File: src/rtl/fifo_ctrl_distributed_if.sv
// Handshake and RAM-port bundle for fifo_ctrl_distributed.
// master: the FIFO controller. slave: producer/consumer/RAM side.
// Optional error-reporting signals exist only when FIFO_CTRL_ERR_EN is defined.
interface fifo_ctrl_distributed_if #(
  parameter int DEPTH = 16
) ();
  localparam int AW = $clog2(DEPTH);
  localparam int LW = $clog2(DEPTH + 2);

  logic          in_valid;
  logic          in_ready;
  logic          out_valid;
  logic          out_ready;
  logic          wea;
  logic [AW-1:0] addra;
  logic          reb;
  logic [AW-1:0] addrb;
  logic [LW-1:0] level;
  logic          almost_full;
`ifdef FIFO_CTRL_ERR_EN
  logic          overflow_err;
  logic [7:0]    drop_cnt;

  modport master (
    input  in_valid, out_ready,
    output in_ready, out_valid, wea, addra, reb, addrb, level, almost_full,
           overflow_err, drop_cnt
  );

  modport slave (
    output in_valid, out_ready,
    input  in_ready, out_valid, wea, addra, reb, addrb, level, almost_full,
           overflow_err, drop_cnt
  );
`else
  modport master (
    input  in_valid, out_ready,
    output in_ready, out_valid, wea, addra, reb, addrb, level, almost_full
  );

  modport slave (
    output in_valid, out_ready,
    input  in_ready, out_valid, wea, addra, reb, addrb, level, almost_full
  );
`endif
endinterface

File: src/rtl/fifo_ctrl_distributed.sv
// Single-clock first-word-fall-through FIFO controller driving an external
// simple dual-port distributed RAM (async read + one output register).
// Capacity is DEPTH + 1: DEPTH words in the RAM plus the RAM output register.
// Optional feature macro: FIFO_CTRL_ERR_EN adds sticky overflow_err and a
// saturating 8-bit drop_cnt of writes offered while full.
module fifo_ctrl_distributed #(
  parameter int DEPTH     = 16,
  parameter int AFULL_LVL = 12
) (
  input  logic                   clk,
  input  logic                   reset,
  fifo_ctrl_distributed_if.master bus
);
  localparam int AW = $clog2(DEPTH);
  localparam int LW = $clog2(DEPTH + 2);
  localparam logic [AW:0]   FULL_CNT = (AW + 1)'(DEPTH);
  localparam logic [LW-1:0] AFULL_C  = LW'(AFULL_LVL);

  logic [AW-1:0] wr_ptr_q, wr_ptr_d;
  logic [AW-1:0] rd_ptr_q, rd_ptr_d;
  logic [AW:0]   ram_cnt_q, ram_cnt_d;
  logic          out_valid_q, out_valid_d;
  logic          almost_full_q;
  logic [LW-1:0] level_d;
  logic          ready;
  logic          wr_en;
  logic          load;

  // Ready depends only on RAM occupancy, never on out_ready, so a full RAM
  // refuses writes even in a cycle that also loads the output register.
  assign ready = !reset && (ram_cnt_q != FULL_CNT);
  assign wr_en = bus.in_valid && ready;
  assign load  = !reset && (ram_cnt_q != '0) && (!out_valid_q || bus.out_ready);

  assign bus.in_ready    = ready;
  assign bus.wea         = wr_en;
  assign bus.addra       = wr_ptr_q;
  assign bus.reb         = load;
  assign bus.addrb       = rd_ptr_q;
  assign bus.out_valid   = out_valid_q;
  assign bus.level       = LW'(ram_cnt_q) + LW'(out_valid_q);
  assign bus.almost_full = almost_full_q;

  // Next-state: pointers, RAM word count, output-register valid and level.
  always_comb begin
    wr_ptr_d    = wr_en ? wr_ptr_q + AW'(1) : wr_ptr_q;
    rd_ptr_d    = load  ? rd_ptr_q + AW'(1) : rd_ptr_q;
    ram_cnt_d   = ram_cnt_q;
    if (wr_en && !load) begin
      ram_cnt_d = ram_cnt_q + (AW + 1)'(1);
    end else if (!wr_en && load) begin
      ram_cnt_d = ram_cnt_q - (AW + 1)'(1);
    end
    out_valid_d = load ? 1'b1 : (bus.out_ready ? 1'b0 : out_valid_q);
    level_d     = LW'(ram_cnt_d) + LW'(out_valid_d);
  end

  // State register; almost_full is registered from the next-state level.
  always_ff @(posedge clk) begin
    if (reset) begin
      wr_ptr_q      <= '0;
      rd_ptr_q      <= '0;
      ram_cnt_q     <= '0;
      out_valid_q   <= 1'b0;
      almost_full_q <= 1'b0;
    end else begin
      wr_ptr_q      <= wr_ptr_d;
      rd_ptr_q      <= rd_ptr_d;
      ram_cnt_q     <= ram_cnt_d;
      out_valid_q   <= out_valid_d;
      almost_full_q <= (level_d >= AFULL_C);
    end
  end

`ifdef FIFO_CTRL_ERR_EN
  logic       overflow_err_q;
  logic [7:0] drop_cnt_q;

  assign bus.overflow_err = overflow_err_q;
  assign bus.drop_cnt     = drop_cnt_q;

  // Sticky flag and saturating counter of writes offered while full.
  always_ff @(posedge clk) begin
    if (reset) begin
      overflow_err_q <= 1'b0;
      drop_cnt_q     <= '0;
    end else if (bus.in_valid && !ready) begin
      overflow_err_q <= 1'b1;
      if (drop_cnt_q != 8'hFF) begin
        drop_cnt_q <= drop_cnt_q + 8'd1;
      end
    end
  end
`endif

endmodule

File: src/flat_wrapper.sv
// flat-port wrapper written by rule: the top's interface ports become plain ports
module fifo_ctrl_distributed_flat 
#(
  parameter int DEPTH     = 16,
  parameter int AFULL_LVL = 12
)
  (clk, reset, bus_in_valid, bus_out_ready, bus_in_ready, bus_out_valid, bus_wea, bus_addra, bus_reb, bus_addrb, bus_level, bus_almost_full);
  fifo_ctrl_distributed_if #(.DEPTH(DEPTH)) bus_i ();
  input  logic clk;
  input  logic reset;
  input wire logic [$bits(bus_i.in_valid)-1:0] bus_in_valid;
  input wire logic [$bits(bus_i.out_ready)-1:0] bus_out_ready;
  output wire logic [$bits(bus_i.in_ready)-1:0] bus_in_ready;
  output wire logic [$bits(bus_i.out_valid)-1:0] bus_out_valid;
  output wire logic [$bits(bus_i.wea)-1:0] bus_wea;
  output wire logic [$bits(bus_i.addra)-1:0] bus_addra;
  output wire logic [$bits(bus_i.reb)-1:0] bus_reb;
  output wire logic [$bits(bus_i.addrb)-1:0] bus_addrb;
  output wire logic [$bits(bus_i.level)-1:0] bus_level;
  output wire logic [$bits(bus_i.almost_full)-1:0] bus_almost_full;
  assign bus_i.in_valid = bus_in_valid;
  assign bus_i.out_ready = bus_out_ready;
  assign bus_in_ready = bus_i.in_ready;
  assign bus_out_valid = bus_i.out_valid;
  assign bus_wea = bus_i.wea;
  assign bus_addra = bus_i.addra;
  assign bus_reb = bus_i.reb;
  assign bus_addrb = bus_i.addrb;
  assign bus_level = bus_i.level;
  assign bus_almost_full = bus_i.almost_full;
  fifo_ctrl_distributed #(.DEPTH(DEPTH), .AFULL_LVL(AFULL_LVL)) u_core (.clk(clk), .reset(reset), .bus(bus_i));
endmodule
File: config.mk
export PLATFORM = sky130hd
export DESIGN_NAME = fifo_ctrl_distributed_flat
export DESIGN_NICKNAME = d
export VERILOG_FILES = /design/src/rtl/fifo_ctrl_distributed_if.sv /design/src/rtl/fifo_ctrl_distributed.sv /design/src/flat_wrapper.sv
export SDC_FILE = /design/constraint.sdc
export NUM_CORES = 1
export LEC_CHECK = 0
export ABC_AREA = 1
export CAP_MARGIN = 20
export CORE_ASPECT_RATIO = 1.1
export CORE_UTILIZATION = 35
export CTS_CLUSTER_SIZE = 20
export DETAILED_ROUTE_END_ITERATION = 10
export GPL_TIMING_DRIVEN = 0
export PLACE_DENSITY = 0.63
export REMOVE_ABC_BUFFERS = 1
export SKIP_LAST_GASP = 1
export SYNTH_ARGS = -nofsm -noshare
export SYNTH_HDL_FRONTEND = slang
export SYNTH_SLANG_ARGS = --single-unit
File: constraint.sdc
create_clock -name clk -period 2.85 [get_ports clk]
set_clock_uncertainty 0.05 [all_clocks]
set_input_delay 0.57 -clock clk [delete_from_list [all_inputs] [get_ports clk]]
set_output_delay 0.57 -clock clk [all_outputs]
set_load 0.02 [all_outputs]
==> results of run 1 <==
-- per-stage QoR --
step / cell area [sq um] / setup WS [ps]
final: 1331 / 169.3
after global routing: 1331 / 11.19
after CTS: 1321 / 5.751
after detailed placement: 1294 / -435.0
after global placement: 1294 / -414.2
after floorplan: 1042 / 409.3
-- sequential cells by signal, indices dropped and copies added, names as in the netlist --
register and cells:
u_core.bus.addra 4, u_core.bus.addrb 4, u_core.bus.out_valid 1, u_core.bus.almost_full 1, u_core.ram_cnt_q 5
-- power groups by stage --
stage	registers [mW]	clock network, mW	logic (mW)
floorplan	0.366	0	0.633
global placement	0.349	0	0.881
detailed placement	0.352	0	0.910
CTS	0.347	0.126	0.916
global route	0.360	0.137	1.01
finish	0.349	0.120	0.909
-- routing by layer --
layer | global-route usage [%] | vias to the layer above
met1 | 18.07 | 439
met4 | 5.495 | 0
met5 | 0 | -
met3 | 2.545 | 5
met2 | 27.19 | 11
li1 | - | 511
-- final timing paths --
| kind | from | end | depth (start not counted) |
|---|---|---|---|
| setup / recovery | reset | bus_wea | 5 |
| hold / removal | u_core.bus.addra[2] | u_core.bus.addra[2] | 1 |
| setup reg to reg | u_core.ram_cnt_q[0] | u_core.bus.almost_full | 17 |
| hold reg to reg | u_core.bus.addra[2] | u_core.bus.addra[2] | 1 |
-- synth_stat cells, drive strengths merged --
master / instances
a21oi: 5
a31oi: 1
buf: 3
dfxtp: 15
ha: 9
inv: 23
nand2: 34
nand3: 20
nand3b: 1
nand4: 2
nor2: 18
nor3: 1
nor3b: 1
o21ai: 6
xnor2: 2
xor2: 7
-- final cells by class --
cell class | count | share of cell area, %
Timing Repair Buffer | 21 | 15.70
Tap cell | 33 | 3.101
Clock buffer | 4 | 1.974
Inverter | 23 | 6.673
Sequential cell | 15 | 22.74
Multi-Input combinational cell | 107 | 49.81
-- worst max-delay path, delay by kind of cell --
family / cells / cell delay (ps)
buffers and inverters: 4 / 1310
AND/OR/NAND/NOR: 1 / 180
-- cell families (layout without fill, tap and decap cells) --
family / Yosys count / after routing / synth area share [%]
simple gates: 77 / 77 / 36.61
buf+inv: 26 / 48 / 10.64
flops: 15 / 15 / 28.07
compound gates: 12 / 12 / 6.785
fa+ha+maj: 9 / 9 / 10.53
xor+xnor: 9 / 9 / 7.369
-- timing repair --
item | in CTS | in global routing
gates resized for setup | 2 | 3
pin swaps | 0 | 0
setup endpoints to repair | 3 | 2
buffers inserted | 0 | 0
endpoints found under the hold margin | 0 | 0
==> summary.md, run 1 <==
| Metric | Value |
|---|---|
| Placed insts | between 150 and 200 |
| Psw | between 0.6 and 0.7 mW |
| Total Power | between 1 and 1.5 mW |
| Clock buffer depth | 2 |
| Non-Filler Instances | approximately 200 |
| Grt ovf | 0 |
| Seq/Total Area, Yosys | between 20 and 30% |
| Final Hold Fails | 0 |
| Layout area overhead | 24.44% |
| Worst Hold Class | reg2reg |
| Via/cell ratio | roughly 4.8 |
| Commonest non-fill, non-tap cell in the layout | nand2_1 |
| Final ANT Viol Nets | 0 |
| CTS tree | yes |
| First-pass GRT wire length | ~3.7 mm |
| Pleak | roughly 0.62 nW |
| Net Sw Frac | around half |
| Setup Total Neg Slack | 0 ps |
| Die Area | 3282 sq um |
| RSZ-0062 raised after global routing | no |
| Max-Cap Viols | 0 |
| DR pass1 iterations | 3 |
| Outcome | finished, final reports clean |
| FF+latch count, synth | 15 |
| Cell taking the most area after synthesis | dfxtp_1 |
| Clock transition at path regs | 90 ps |
| Routed wl met3 | 60 microns |
| Metal1 wirelength | 987 microns |
| Largest fanout on the critical path | 11 |
| Drt drc | 0 |
| Relative slew slack | 72.32% |
| Ant diodes | 0 |
| Min Tclk post-route | between 2000 and 3000 ps |
| Critical path class | in2out |
| Inserted Clock Buffers | 3 |
| Commonest cells after routing, fill and taps aside | nand2_1 (30), clkdlybuf4s50_1 (20), inv_1 (18), nand3_1 (17), nor2_1 (16) |
| Final Setup Violations | 0 |
| Synth top area cells | dfxtp_1 (28%), ha_1 (11%), nand2_1 (11%) |
| Power share of the clock group | a little under 9% |
| Top layer in use | met4 |
| Die width | approximately 55 microns |
| Number of H-tree levels | 1 |
| Register area | 302.8 sq um |
| Layout cells sized above 1 | 11.76% |
| Area of the multi-input gates | 663.1 sq um |
| Sequential power share | roughly a quarter |
| I/O Pins | 22 |
| Mapped cell area | roughly 1100 sq um |
| GRT Overall Usage | around 15% |
| Number of global-route vias before repair | roughly 870 |
| Later-pin clock latency in the skew report | 280 ps |
| R2r setup slk | roughly 260 ps |
| Share of the synthesized area in the top cell type | ~28% |
| Fillers | 320 |
| Initial Util | between 30% and 40% |
| Critical path capture point type | output port |
| Final Routed Wirelength | ~2.2 mm |
| Slew at the pin closest to its max-slew limit | between 400 and 500 ps |
| Synth Instances | ~150 |
| Core Util, Final | ~47% |
| CP max stage cell | clkdlybuf4s50_1 |
| CP arrival | just over 2000 ps |
| RD Place Congestion | 0.7855 |
| Dpl hpwl | 1.763 mm |
| CP cell instances | dlygate4sd2_1 > inv_4 > nand3_4 > inv_2 > clkdlybuf4s50_1 |
| Met2 WL post-DR | 1.119 mm |
| Critical path's largest stage delay | 610 ps |
| Total number of vias | between 900 and 1000 |
| Power per cell area | a little over 1000 nW/um^2 |
| Count of pins over their slew limit | 0 |
| Total core area | ~2800 sq um |
| Worst Setup Start Kind | input port |
| Mean Syn Cell Area | 7.228 sq um |
| DR iter-0 viols | 23 |
| Crit share post-route | between 90% and 100% |
| DR WL/cell | around 11 microns |
| Critical Path RT | 2230 ps |
| Peak Freq | between 300 and 400 MHz |
| Largest net degree at the start of global routing | 12 |
| Number of distinct library cells after synthesis | 25 |
| Die height | between 50 and 60 microns |
| Max VDD drop | between 0.5 and 0.6 mV |
| Initial antenna violation count | 0 |
| Post-CTS Hold Fix Bufs | 0 |
| Final Net Count | about 180 |
| # port buffers | 21 |
| Gate power share | ~66% |
| Pint | 0.6986 mW |
| Row cnt | 20 |
| Hold slack | approximately 430 ps |
| Num Clock Sinks | 15 |
| YS warnings | 0 |
| Root Buffer | clkbuf_4 |
(Power assumes the default switching activity.)
==> inputs of run 2 (changes only) <==
--- a/config.mk
+++ b/config.mk
@@ -6,7 +6,6 @@
 export NUM_CORES = 1
 export LEC_CHECK = 0
 export ABC_AREA = 1
-export CAP_MARGIN = 20
 export CORE_ASPECT_RATIO = 1.1
 export CORE_UTILIZATION = 35
 export CTS_CLUSTER_SIZE = 20
==> results of run 2 <==
Final layout, timing and power as in run 1 (identical DEF).
==> inputs of run 3 (changes only) <==
--- a/config.mk
+++ b/config.mk
@@ -10,10 +10,10 @@
 export CORE_UTILIZATION = 35
 export CTS_CLUSTER_SIZE = 20
 export DETAILED_ROUTE_END_ITERATION = 10
-export GPL_TIMING_DRIVEN = 0
 export PLACE_DENSITY = 0.63
 export REMOVE_ABC_BUFFERS = 1
 export SKIP_LAST_GASP = 1
 export SYNTH_ARGS = -nofsm -noshare
 export SYNTH_HDL_FRONTEND = slang
 export SYNTH_SLANG_ARGS = --single-unit
+export TNS_END_PERCENT = 10
==> run 3 against run 2 <==
Sequential cell count unchanged. Register-to-register slack got worse by 20 ps. Combinational power increased by 5.9%. Routed wire length increased by 9.3%. Critical path depth increased by 1. Sequential power decreased by 4%. Worst hold slack improved by 12 ps. Die area unchanged. Setup slack got worse by 45 ps. Largest cell class unchanged. Largest power group unchanged.
==> summary.md, run 3 (synthesis gave the netlist of run 1 again) <==
| Metric | Value |
|---|---|
| Num Clock Sinks | 15 (unchanged) |
| Layout cells sized above 1 | 13.64% (+1.9 points) |
| Number of H-tree levels | 1 (unchanged) |
| RD Place Congestion | 0.9318 (+19%) |
| Drt drc | 0 (unchanged) |
| Total core area | 2828 sq um (unchanged) |
| Worst setup margin | 123.9 ps (-45.40 ps) |
| Peak Freq | 366.8 MHz (-1.7%) |
| Worst Hold Class | reg2reg |
| Pleak | 0.6555 nW (+6.4%) |
| Dpl cell area | 1339 sq um (+3.5%) |
| Grt ovf | 0 (unchanged) |
| Initial Util | 37.83% (unchanged) |
| Clock transition at path regs | 100 ps (about the same) |
| Dpl hpwl | 1.911 mm (+8.4%) |
| Die Area | 3282 sq um (unchanged) |
| CP arrival | 2110 ps (+50 ps) |
| Max reg flops | 5 (unchanged) |
| CP bufs+invs | 2 (-2) |
| Relative slew slack | 73.89% (+1.6 points) |
| Critical path capture point type | output port |
| Power per cell area | 1044 nW/um^2 (+0.81%) |
| Slew at the pin closest to its max-slew limit | 390.2 ps (-25.04 ps) |
| Count of pins over their slew limit | 0 (unchanged) |
| Root Buffer | clkbuf_4 |
| DR WL/cell | 11.49 microns (+6.2%) |
| Die width | 54.71 microns (unchanged) |
| Post-CTS Setup Bufs | 0 (unchanged) |
| Clock buffer depth | 2 (unchanged) |
| GRT Overall Usage | 18.24% (+2.8 points) |
| Final ANT Viol Nets | 0 (unchanged) |
| WHS Path Cells | 1 (unchanged) |
| Final Setup Violations | 0 (unchanged) |
| DR pass1 iterations | 4 (+1) |
| Outcome | finished, final reports clean |
| Number of global-route vias before repair | 995 (+14%) |
| CP max stage cell | clkdlybuf4s50_1 |
| Core Util, Final | 48.36% (+1.3 points) |
| Final Routed Wirelength | 2.401 mm (+9.3%) |
| Critical path's largest stage delay | 630 ps (+20 ps) |
| Die height | 59.99 microns (unchanged) |
| Register area | 300.3 sq um (-0.83%) |
| Max VDD drop | 0.6143 mV (+16%) |
| Critical path class | reg2out |
| Via/cell ratio | 4.856 (+2.1%) |
| Ant diodes | 0 (unchanged) |
| R2r setup slk | 240 ps (-20 ps) |
| Grt met3 use | 3.053% (+0.51 points) |
| CP cell instances | inv_1 > ha_1 > nand3_2 > nand2_4 > nor2_8 > clkdlybuf4s50_1 |
| First-pass GRT wire length | 4.416 mm (+20%) |
| Met2 Track Usage GR | 28.92% (+1.7 points) |
| Post-CTS sizing | 0 (-2) |
| Inserted Clock Buffers | 3 (unchanged) |
| Post-CTS Hold Fix Bufs | 0 (unchanged) |
| Biggest register | u_core.ram_cnt_q |
| Busiest layer in global routing | met2 |
| Final Net Count | 190 (+3.3%) |
| Fillers | 285 (-11%) |
| Crit share post-route | 95.65% (+1.6 points) |
| Area of the multi-input gates | 655.6 sq um (-1.1%) |
| R2R cell count | 17 (unchanged) |
| Max-Cap Viols | 0 (unchanged) |
| Hold slack | 445.9 ps (+12.29 ps) |
| CTS tree | yes |
| Worst Setup Start Kind | flip-flop |
| Commonest non-fill, non-tap cell in the layout | nand2_1 |
| I/O Pins | 22 (unchanged) |
| # port buffers | 21 (unchanged) |
| Later-pin clock latency in the skew report | 290 ps (about the same) |
| Initial antenna violation count | 0 (unchanged) |
| Final Hold Fails | 0 (unchanged) |
| Min Tclk post-route | 2726 ps (+45.40 ps) |
| Layout area overhead | 27.84% |
| Total number of vias | 1015 (+5.1%) |
| Cell area after layout | 1368 sq um (+2.7%) |
| Crit-path leading delay family | buffers and inverters |
| RSZ-0062 raised after global routing | yes |
| Row cnt | 20 (unchanged) |
| Largest fanout on the critical path | 10 (-1) |
| Critical Path RT | 2230 ps (about the same) |
| Met1 usage | 24.58% (+6.5 points) |
| Commonest cells after routing, fill and taps aside | nand2_1 (30), clkdlybuf4s50_1 (20), inv_1 (18), nand3_1 (17), nor2_1 (16) |
| DR iter-0 viols | 32 (+39%) |
| Placement Setup Slack | 44.71 ps (+479.7 ps) |
| Critical Path Stages | 6 (+1) |
| Largest net degree at the start of global routing | 11 (-1) |
-- run 3: changes by cell type in the layout (fill, tap and decap cells not counted) --
| cell | previous run | this run |
|---|---|---|
| buf_4 | 0 | 6 |
| dfxtp_1 | 13 | 15 |
| dfxtp_2 | 2 | 0 |
| dlygate4sd2_1 | 1 | 0 |
| dlymetal6s2s_1 | 0 | 1 |
| inv_2 | 4 | 5 |
| inv_4 | 1 | 0 |
| nand3_2 | 2 | 3 |
| nand3_4 | 1 | 0 |
-- run 3: layout make-up --
class | instances | area share, %
Tap cell | 33 | 3.019
Sequential cell | 15 | 21.96
Timing Repair Buffer | 27 | 18.85
Multi-Input combinational cell | 107 | 47.94
Inverter | 23 | 6.313
Clock buffer | 4 | 1.921
-- run 3: worst paths after layout --
check	startpoint	endpoint
max	u_core.ram_cnt_q[0]	bus_reb
min	u_core.bus.addra[2]	u_core.bus.addra[2]
max reg2reg	u_core.ram_cnt_q[0]	u_core.bus.almost_full
min reg2reg	u_core.bus.addra[2]	u_core.bus.addra[2]
-- run 3: worst register-to-register path: stages (launching register included) --
cell and delay (ps):
dfxtp_1 450, inv_1 130, ha_1 250, nand3_2 110
nand2_4 80, nor2_8 160, inv_2 90, nand2_4 70
nand2_1 60, xor2_1 160, ha_1 210, ha_1 210
nor2_1 110, nand3_1 110, nand2_1 100, nand2_1 50
nor2_1 80, nor2_1 50
-- run 3: per-layer routing --
layer	wire length [microns]	share of wire, %	vias to the layer above
met5	0	0	-
met4	16	0.67	0
met3	121	5.0	2
met2	1231	51	23
met1	1031	43	463
li1	-	-	527
-- run 3: stage by stage --
step	std cells	TNS, ps	power, mW
2_1_floorplan	145	0	0.9988
3_3_place_gp	205	0	1.285
3_5_place_dp	205	0	1.298
4_1_cts	209	0	1.432
5_1_grt	209	-8.795	1.563
6_report	209	0	1.428
-- run 3: report_power, final --
part / internal, mW / total [mW] / switching [mW]
Combinational: 0.401 / 0.963 / 0.561
Clock: 0.0544 / 0.130 / 0.0757
Sequential: 0.266 / 0.335 / 0.0694
